[src/rtl/st_drain_pkg.sv]
// Shared types for the store-drain controller: the fence FSM state encoding.
package st_drain_pkg;

  typedef enum logic [1:0] {
    ST_IDLE  = 2'd0,
    ST_DRAIN = 2'd1,
    ST_DONE  = 2'd2
  } st_drain_state_e;

endpackage

[src/rtl/rr_arb_2.sv]
// Two-way round-robin arbiter between a load and a store requester.
// The pointer moves only on a completed transfer and then favours the loser.
module rr_arb_2 (
  input  logic clk,
  input  logic rst_n,
  input  logic req_ld,
  input  logic req_st,
  input  logic advance,
  output logic sel_st
);

  logic fav_st;

  always_ff @(posedge clk or negedge rst_n) begin
    if (!rst_n) begin
      fav_st <= 1'b0;
    end else if (advance) begin
      fav_st <= !sel_st;
    end
  end

  assign sel_st = req_st && (!req_ld || fav_st);

endmodule

[src/rtl/st_drain_ctrl.sv]
// Store/load memory-port controller with outstanding-store tracking and fence drain.
// Optional build macro ST_DRAIN_STALL_CNT_EN adds a saturating stall counter output.
module st_drain_ctrl
  import st_drain_pkg::*;
#(
  parameter int MaxOutstandingStores = 7,
  parameter int CntWidth             = $clog2(MaxOutstandingStores + 1)
) (
  input  logic                clk_i,
  input  logic                rst_ni,
  input  logic                st_req_i,
  output logic                st_gnt_o,
  input  logic                st_ack_i,
  input  logic                ld_req_i,
  input  logic                ld_nonidem_i,
  output logic                ld_gnt_o,
  input  logic                fence_i,
  output logic                fence_done_o,
  output logic                mem_req_o,
  output logic                mem_we_o,
  input  logic                mem_gnt_i,
  output logic [CntWidth-1:0] outst_cnt_o,
`ifdef ST_DRAIN_STALL_CNT_EN
  output logic [31:0]         stall_cnt_o,
`endif
  output logic                err_o
);

  localparam logic [CntWidth-1:0] CntMax = CntWidth'(MaxOutstandingStores);

  st_drain_state_e state, state_next;
  logic [CntWidth-1:0] cnt;
  logic err;
  logic st_elig, ld_elig, sel_st, xfer;

  assign st_elig = st_req_i && (cnt < CntMax) && (state == ST_IDLE);
  assign ld_elig = ld_req_i && (!ld_nonidem_i || (cnt == '0));

  rr_arb_2 u_arb (
    .clk     (clk_i),
    .rst_n   (rst_ni),
    .req_ld  (ld_elig),
    .req_st  (st_elig),
    .advance (xfer),
    .sel_st  (sel_st)
  );

  assign mem_req_o = st_elig || ld_elig;
  assign mem_we_o  = mem_req_o && sel_st;
  assign xfer      = mem_req_o && mem_gnt_i;
  assign st_gnt_o  = xfer && sel_st;
  assign ld_gnt_o  = xfer && !sel_st;

  // A grant and an ack in the same cycle cancel; an ack with nothing outstanding is an error.
  always_ff @(posedge clk_i or negedge rst_ni) begin
    if (!rst_ni) begin
      cnt <= '0;
      err <= 1'b0;
    end else begin
      if (st_ack_i && (cnt == '0)) begin
        err <= 1'b1;
      end
      if (st_gnt_o && !st_ack_i) begin
        cnt <= cnt + CntWidth'(1);
      end else if (!st_gnt_o && st_ack_i && (cnt != '0)) begin
        cnt <= cnt - CntWidth'(1);
      end
    end
  end

  always_ff @(posedge clk_i or negedge rst_ni) begin
    if (!rst_ni) begin
      state <= ST_IDLE;
    end else begin
      state <= state_next;
    end
  end

  always_comb begin
    state_next   = state;
    fence_done_o = 1'b0;
    unique case (state)
      ST_IDLE: begin
        if (fence_i) state_next = ST_DRAIN;
      end
      ST_DRAIN: begin
        if (cnt == '0) state_next = ST_DONE;
      end
      ST_DONE: begin
        fence_done_o = 1'b1;
        state_next   = ST_IDLE;
      end
      default: state_next = ST_IDLE;
    endcase
  end

`ifdef ST_DRAIN_STALL_CNT_EN
  logic [31:0] stall_cnt;
  logic        stalled;

  assign stalled = (st_req_i && !st_elig) || (ld_req_i && !ld_elig);

  always_ff @(posedge clk_i or negedge rst_ni) begin
    if (!rst_ni) begin
      stall_cnt <= '0;
    end else if (stalled && (stall_cnt != 32'hFFFF_FFFF)) begin
      stall_cnt <= stall_cnt + 32'd1;
    end
  end

  assign stall_cnt_o = stall_cnt;
`endif

  assign outst_cnt_o = cnt;
  assign err_o       = err;

endmodule

[config.mk]
export PLATFORM = sky130hd
export DESIGN_NAME = st_drain_ctrl
export DESIGN_NICKNAME = d
export VERILOG_FILES = /design/src/rtl/st_drain_pkg.sv /design/src/rtl/rr_arb_2.sv /design/src/rtl/st_drain_ctrl.sv
export SDC_FILE = /design/constraint.sdc
export NUM_CORES = 1
export LEC_CHECK = 0
export BUFFER_PORTS_ARGS = -buffer_cell sky130_fd_sc_hd__buf_2
export CORE_AREA = 8 8 45 47
export CTS_BUF_LIST = sky130_fd_sc_hd__clkbuf_4
export DETAILED_ROUTE_END_ITERATION = 10
export DIE_AREA = 0 0 53 55
export PLACE_DENSITY = 0.69
export SLEW_MARGIN = 20
export SYNTH_ARGS = -nofsm -noshare
export SYNTH_HDL_FRONTEND = slang
export SYNTH_SLANG_ARGS = --single-unit
[constraint.sdc]
create_clock -name clk_i -period 3.4 [get_ports clk_i]
set_clock_uncertainty 0.15 [all_clocks]
set_input_delay 0.34 -clock clk_i [delete_from_list [all_inputs] [get_ports clk_i]]
set_output_delay 0.34 -clock clk_i [all_outputs]
set_load 0.03 [all_outputs]
Word level (Yosys, flattened, before mapping)
Cells that the tools add are included.
{ "op_classes": {"n_lt_le_gt_ge": 1, "n_mux": 6, "n_eq_ne": 4, "n_reduce_logical": 25, "add_sub_neg": 2} }
{ "ops": {"columns": ["op", "n"], "rows": [
  ["1-bit logical AND", 12],
  ["3-bit two-way mux", 2],
  ["1-bit logical NOT", 5],
  ["2-bit two-way mux", 2],
  ["2-bit inequality test (second input constant)", 2],
  ["2-bit case mux with 2 select lines", 1],
  ["3-bit by 1-bit adder with 3-bit output (second input constant)", 1],
  ["3-bit logical NOT", 1],
  ["1-bit logical OR", 3],
  ["3-bit less-than comparator (second input constant)", 1],
  ["3-bit nonzero test", 1],
  ["3-bit by 1-bit subtractor with 3-bit output (second input constant)", 1],
  ["2-bit by 1-bit equality test with 1-bit output (second input constant)", 1],
  ["2-bit equality test (second input constant)", 1],
  ["2-bit logical NOT", 1],
  ["2-bit AND reduction", 1],
  ["2-bit nonzero test", 1],
  ["1-bit two-way mux", 1]
]} }
{ "totals": {"output_inout_bits": 9, "input_bits": 8, "elab_cells": 42, "regBits": 7} }

Logic depth before layout (Yosys ltp)
Gate-level depths: netlist (run 1).
{ "depth": {"ltp_word": 12, "ltp_mapped": 8, "depth_no_buf": 8} }

By module
A second synthesis (run 1) with hierarchy kept.
{ "hier_totals": {"hier_cells": 41, "hier_area_um2": 430.4} }
{ "by_module_without_submodules": {"columns": ["mod", "area_per_inst_um2", "seq_area_each_um2", "n_inst", "cells_per_inst"], "rows": [
  ["st_drain_ctrl", 374.1, 150.1, 1, 36],
  ["rr_arb_2", 56.3, 25.0, 1, 5]
]} }

Worst setup path after synthesis (run 1)
Ideal clock, no wire load.
{ "synth_path": {"path_kind": "register -> register", "startpoint": "register cnt[0], in the netlist outst_cnt_o[0]", "endpoint": "register cnt[2], in the netlist outst_cnt_o[2]", "setup_time_ns": 0.094, "stages_incl_launch_ff": 8, "required_ns": 3.156, "arrival_time_ns": 2.461, "path_buffers": 0, "slack_ns": 0.695, "synth_period_minus_slack_ns": 2.705, "cell_sequence": "dfrtp_1 > or3_4 > nand2_4 > a311oi_4 > nand2b_1 > fa_1 > and2b_2 > a211oi_1"} }
{ "synth_via": {"elab_chain_cells": 11, "elab_cells_between_ends": 22, "cone_classes": "add/sub (2); order compare (1); mux (2); reduce/logical (17)"} }
{ "synth_lines": {"columns": ["element", "line_no", "text"], "rows": [
  ["start: declaration", "st_drain_ctrl.sv:32", "logic [CntWidth-1:0] cnt;"],
  ["start signal: assignment", "st_drain_ctrl.sv:64", "cnt <= cnt + CntWidth'(1);"],
  ["start signal: assignment", "st_drain_ctrl.sv:66", "cnt <= cnt - CntWidth'(1);"],
  ["parallel branches: the longest is 6 deep, another holds 3-bit less-than comparator", null, null],
  ["1-bit logical AND *", "st_drain_ctrl.sv:51", "assign st_gnt_o = xfer && sel_st;"],
  ["named net st_gnt_o", "st_drain_ctrl.sv:12", "output logic st_gnt_o,"],
  ["1-bit logical NOT", "st_drain_ctrl.sv:65", "end else if (!st_gnt_o && st_ack_i && (cnt != '0)) begin"],
  ["1-bit logical AND (2 in a row)", "st_drain_ctrl.sv:65", null],
  ["2-bit nonzero test (no line)", null, null]
]} }
Mark *: on every way through the listed nets, which the timed path passes. The select of a mux whose other input is x is not followed.
A chain may end at the register's enable or synchronous reset.

Worst setup path after layout (run 1)
{ "layout_path": {"startpoint": "register cnt[0], in the netlist outst_cnt_o[0]", "endpoint": "register cnt[2], in the netlist outst_cnt_o[2]"} }
{ "layout_via": {"elab_chain_cells": 11, "elab_cells_between_ends": 22, "cone_classes": "add/sub (2); order compare (1); mux (2); reduce/logical (17)"} }
{ "layout_lines": {"columns": ["element"], "rows": [
  ["parallel branches: the longest is 11 deep, another holds 3-bit less-than comparator"]
]} }
Several ways; the timed one is not identified. The select of a mux whose other input is x is not followed.

==> results of run 1 <==
==> worst paths after layout <==
kind | depth (start not counted) | end | slack [ps] | from
max in group asynchronous | 2 | err_o | 2650 | rst_ni
min in group asynchronous | 2 | u_arb.fav_st | 290 | rst_ni
min | 3 | state[0] | 220 | fence_i
max reg2reg | 7 | outst_cnt_o[2] | 890 | outst_cnt_o[0]
min reg2reg | 1 | err_o | 300 | err_o
max | 7 | outst_cnt_o[2] | 890 | outst_cnt_o[0]
==> worst max-delay path: stages, from the launching register on <==
cell	delay, ps
dfrtp_1	450
nand3_1	120
nand3_1	170
a311oi_4	480
nand2b_1	170
fa_1	440
and2b_2	210
a211oi_1	220
==> flip-flops by register name, summed over array words and instances (netlist names) <==
signal and count:
outst_cnt_o 3, state 2, err_o 1, u_arb.fav_st 1
==> layout make-up <==
type	instances	share of cell area
Multi-Input combinational cell	32	0.440
Inverter	3	0.0193
Sequential cell	7	0.300
Timing Repair Buffer	17	0.155
Clock buffer	4	0.0515
Tap cell	16	0.0343
==> cell usage in the layout (no fill, tap or decap), types with 2 or more instances in the layout <==
cell       n
a211oi_1   2
clkbuf_4   4
mux2i_1    2
nor2_1     3
nand3_1    2
nand2_1    2
nor2b_1    2
inv_1      3
buf_2     16
nand3b_1   2
dfrtp_1    7
==> cell usage after synthesis <==
library cell | n | area, um2
mux2_2 | 1 | 11.3
xnor2_1 | 1 | 8.76
nand2b_1 | 1 | 6.26
o21ai_0 | 1 | 5.00
nor2b_1 | 2 | 12.5
nor3_1 | 1 | 5.00
nand3b_1 | 2 | 15.0
nor2_1 | 3 | 11.3
nand3_1 | 2 | 10.0
a21o_1 | 1 | 7.51
nand2_4 | 1 | 11.3
a22o_2 | 1 | 10.0
fa_1 | 1 | 20.0
nor3b_1 | 1 | 7.51
a311oi_4 | 1 | 26.3
nand2_1 | 2 | 7.51
a31oi_1 | 1 | 6.26
and2b_2 | 1 | 8.76
or3_4 | 1 | 11.3
mux2i_1 | 2 | 20.0
dfrtp_1 | 7 | 175
a211oi_1 | 2 | 15.0
o21a_1 | 1 | 7.51
a21oi_1 | 1 | 5.00
o21bai_1 | 1 | 7.51
inv_1 | 3 | 11.3
==> kinds of logic (layout without fill, tap and decap cells) <==
family | after synthesis | after routing | share of synthesized area
muxes | 3 | 3 | 0.0706
xor gates and xnor gates | 1 | 1 | 0.0198
DFF | 7 | 7 | 0.395
adders and majority gates | 1 | 1 | 0.0452
AOI/OAI and AO/OA | 10 | 10 | 0.203
buffers and inverters | 3 | 24 | 0.0254
and+or+nand+nor | 17 | 17 | 0.240
==> layer usage <==
metal	vias to the layer above	routed length [um]	GRT usage
met5	-	0	0
met1	180	406	0.0729
met3	2	117	0.0321
met4	0	14	0.0388
li1	194	-	-
met2	15	410	0.123
==> where the power goes <==
part           internal [mW]  switching [mW]
clock                 0.0527          0.0296
combinational          0.105           0.154
sequential             0.119          0.0447
==> repair_timing <==
action,4_1_cts,5_1_grt
endpoints found under the hold margin,7,0
setup buffers,0,0
hold buffers,1,0
==> impl_metrics.ini, run 1 <==
[yosys]
synth_cells = 42
synth_cell_type_count = 26
synth_area_um2 = 443
ys_ff_latch = 7
synth_warnings = 0
post_synth.cell_area_avg_um2 = 10.5
ys_seq_area_frac = 0.395
synth.net_count = 51

[place]
place_inst = 74
gp_congestion = 0.767
pre_cts_slack_ps = 900
dp_hpwl_um = 813
place_area_um2 = 543
port_buffers = 16

[clock_network]
cts_buffer_depth = 2
cts.sinks = 7
cts.reportedPaths.clkPinSlew_ps = 50
cts_root_buffer = clkbuf_4
post_cts_resized = 0
clock_latency_ps = 250
numCtsBuffers = 3
cts_tree = done
htreeDepth = 1

[sta]
worst_pin_slew_ps = 427
whs_ps = 220
hold_violations = 0
setup_viol = 0
period_needed_ps = 2510
finalSetupTns_ps = 0
fin_crit_sh = 0.737
relSlewSlack = 0.716
rsz0062_at_grt = no
slew_viol_final = 0
timing.fmax_mhz = 399
fin_ws_ps = 894

[cells_and_area]
postLayoutCellArea_um2 = 583
n_antenna_cell = 0
fin_util = 0.421
drive_gt1_frac = 0.413
multi_input_area_um2 = 256
nets = 73
final_cells = 79
area.growth.synth_to_final_pct = 31.6
fillers = 139
regArea_um2 = 175

[pwr]
power.leakage_nw = 0.268
cellPowerDensity_nw_per_um2 = 867
finalPower_mw = 0.506
ir_drop_mv = 0.315

[critical_path]
cp-start-kind = flop
cp-end-kind = flop
worst-path-max-fanout = 6
cp_data_arrival_time_ps = 2510
required_ps = 3410
criticalPathCategory = flop to flop

[drt]
route.vias.total = 391
postRouteAntennaNets = 0
wire_per_inst_um = 12.0
drc = 0
totalWireLength_um = 949
firstDrtPassIters = 4
viasPerCell = 4.95
first_iter_violations = 5

[global_route]
antenna_found_initial = 0
grt_overflow = 0
grt_max_degree = 9
grt_pass1_vias = 398
grt_pass1_wl_um = 1570
groute.usage.overall = 0.0721

[outcome]
status = completed

[floorplanning]
coreArea_um2 = 1380
dieHeight_um = 55
ios = 17
row_count = 14
start_util = 0.320
dieArea_um2 = 2920
die_w_um = 53

[min_path]
hp-class = primary input to flop

[job]
cap_viol_max_count = 0
Note: power is estimated with default switching activity, not from simulation.
==> run 2, diff against run 1 <==
==> constraint.sdc (replaced) <==
create_clock -name clk_i -period 2.5 [get_ports clk_i]
set_clock_uncertainty 0.15 [all_clocks]
set_input_delay 0.25 -clock clk_i [delete_from_list [all_inputs] [get_ports clk_i]]
set_output_delay 0.25 -clock clk_i [all_outputs]
set_load 0.03 [all_outputs]
==> run 2 against run 1 <==
  * Combinational power rose by 47%
  * Flip-flop and latch count did not move
  * Largest power group unchanged
  * Power rose by 43%
  * Routed wire length rose by 5.2%
  * Critical endpoint is now ld_gnt_o
  * Sequential share of layout area fell by 1.2 points
  * Critical path type is now flop to primary output
==> impl_metrics.ini, run 2 (synthesized netlist as in run 1, its figures left out) <==
[floorplanning]
ios = 17
die_w_um = 53
coreArea_um2 = 1380
dieHeight_um = 55
row_count = 14
dieArea_um2 = 2920
start_util = 0.320

[cells_and_area]
postLayoutCellArea_um2 = 619
n_antenna_cell = 0
nets = 74
drive_gt1_frac = 0.531
final_cells = 80
area.growth.synth_to_final_pct = 39.8
final_common_cell = buf_2
mostFrequentLayoutCells = 16 x buf_2, 4 x clkbuf_4, 4 x dfrtp_1
largest_reg_flops = 3
fillers = 143

[drt]
viasPerCell = 4.99
wire_per_inst_um = 12.5
totalWireLength_um = 998
firstDrtPassIters = 3
postRouteAntennaNets = 0
route.vias.total = 399
drc = 0
first_iter_violations = 7

[global_route]
antenna_found_initial = 0
grt_overflow = 0
grt_pass1_wl_um = 1680
grt_pass1_vias = 386
groute.usage.overall = 0.0809
grt_max_degree = 9

[place]
place_area_um2 = 579
place_inst = 75
dp_hpwl_um = 844
gp_congestion = 0.799
port_buffers = 16

[sta]
slew_viol_final = 0
timing.fmax_mhz = 440
fin_crit_sh = 0.909
relSlewSlack = 0.727
hold_violations = 0
rsz0062_at_grt = no
finalSetupTns_ps = 0
period_needed_ps = 2270
setup_viol = 0
worst_pin_slew_ps = 406

[pwr]
finalPower_mw = 0.725
cellPowerDensity_nw_per_um2 = 1170
power.leakage_nw = 0.274
ir_drop_mv = 0.465

[critical_path]
slowest_stage = dfrtp_2
required_ps = 2100
cp-start-kind = flop
critPathMaxStageDelay_ps = 450
path_cells = nor3_1, o21ai_0, a21oi_1, nor2b_1, buf_2
worst-path-max-fanout = 6
cp_data_arrival_time_ps = 1870
cp-end-kind = primary output
criticalPathCategory = flop to primary output

[clock_network]
numCtsBuffers = 3
cts.reportedPaths.clkPinSlew_ps = 50
post_cts_resized = 0
clock_latency_ps = 250
cts_buffer_depth = 2
cts_tree = done
cts_root_buffer = clkbuf_4
htreeDepth = 1
cts.sinks = 7

[min_path]
hp-class = primary input to flop

[job]
cap_viol_max_count = 0

[outcome]
status = completed
run 2: layer usage:
metal  vias up  track usage  part of all wire
li1        196            -                 -
met1       182       0.0960              0.48
met2        17        0.107              0.37
met3         4       0.0321              0.13
met4         0       0.0776             0.025
met5         -            0                 0
run 2: area by class of cell:
cell class / instances / area (um2) / area share
inverter: 3 / 11.3 / 0.0182
timing repair buffer: 18 / 97.6 / 0.158
multi-input combinational: 32 / 282 / 0.455
clock buffer: 4 / 30.0 / 0.0485
sequential: 7 / 179 / 0.289
tap: 16 / 20.0 / 0.0323
run 2: critical path, delay by kind of cell, from the launching register on:
kind,cells,cell delay [ps]
buffers and inverters,1,230
AND/OR/NAND/NOR,2,580
AO/OA/AOI/OAI,2,360
flip-flops,1,450
run 2: worst paths after layout:
path                                start             end  slack [ps]  cells after the start
setup reg to reg                 state[0]  outst_cnt_o[2]         320                      8
hold / removal                    fence_i        state[0]         120                      3
max in group asynchronous          rst_ni  outst_cnt_o[2]        1810                      2
min in group asynchronous          rst_ni        state[0]         220                      2
hold reg to reg                     err_o           err_o         310                      1
setup / recovery           outst_cnt_o[0]        ld_gnt_o         230                      5
run 2: per-stage QoR:
stage	hold WS (ps)	worst slack, ps	util
2_1_floorplan	-196	-31.8	-
3_3_place_gp	-61.1	308	0.419
3_5_place_dp	-61.3	300	0.419
4_1_cts	127	247	0.448
5_1_grt	121	73.3	0.448
6_report	125	227	0.448
run 2: where the power goes:
group          total [mW]  switching [mW]  internal, mW  leakage (nW)
clock network       0.111          0.0397        0.0716        0.0184
logic               0.381           0.223         0.158         0.179
registers           0.233          0.0654         0.167        0.0771
run 2: repair_timing:
| item | 4_1_cts | 5_1_grt |
|---|---|---|
| buffers inserted | 0 | 0 |
| hold buffers | 1 | 0 |
| hold endpoints to repair | 7 | 0 |
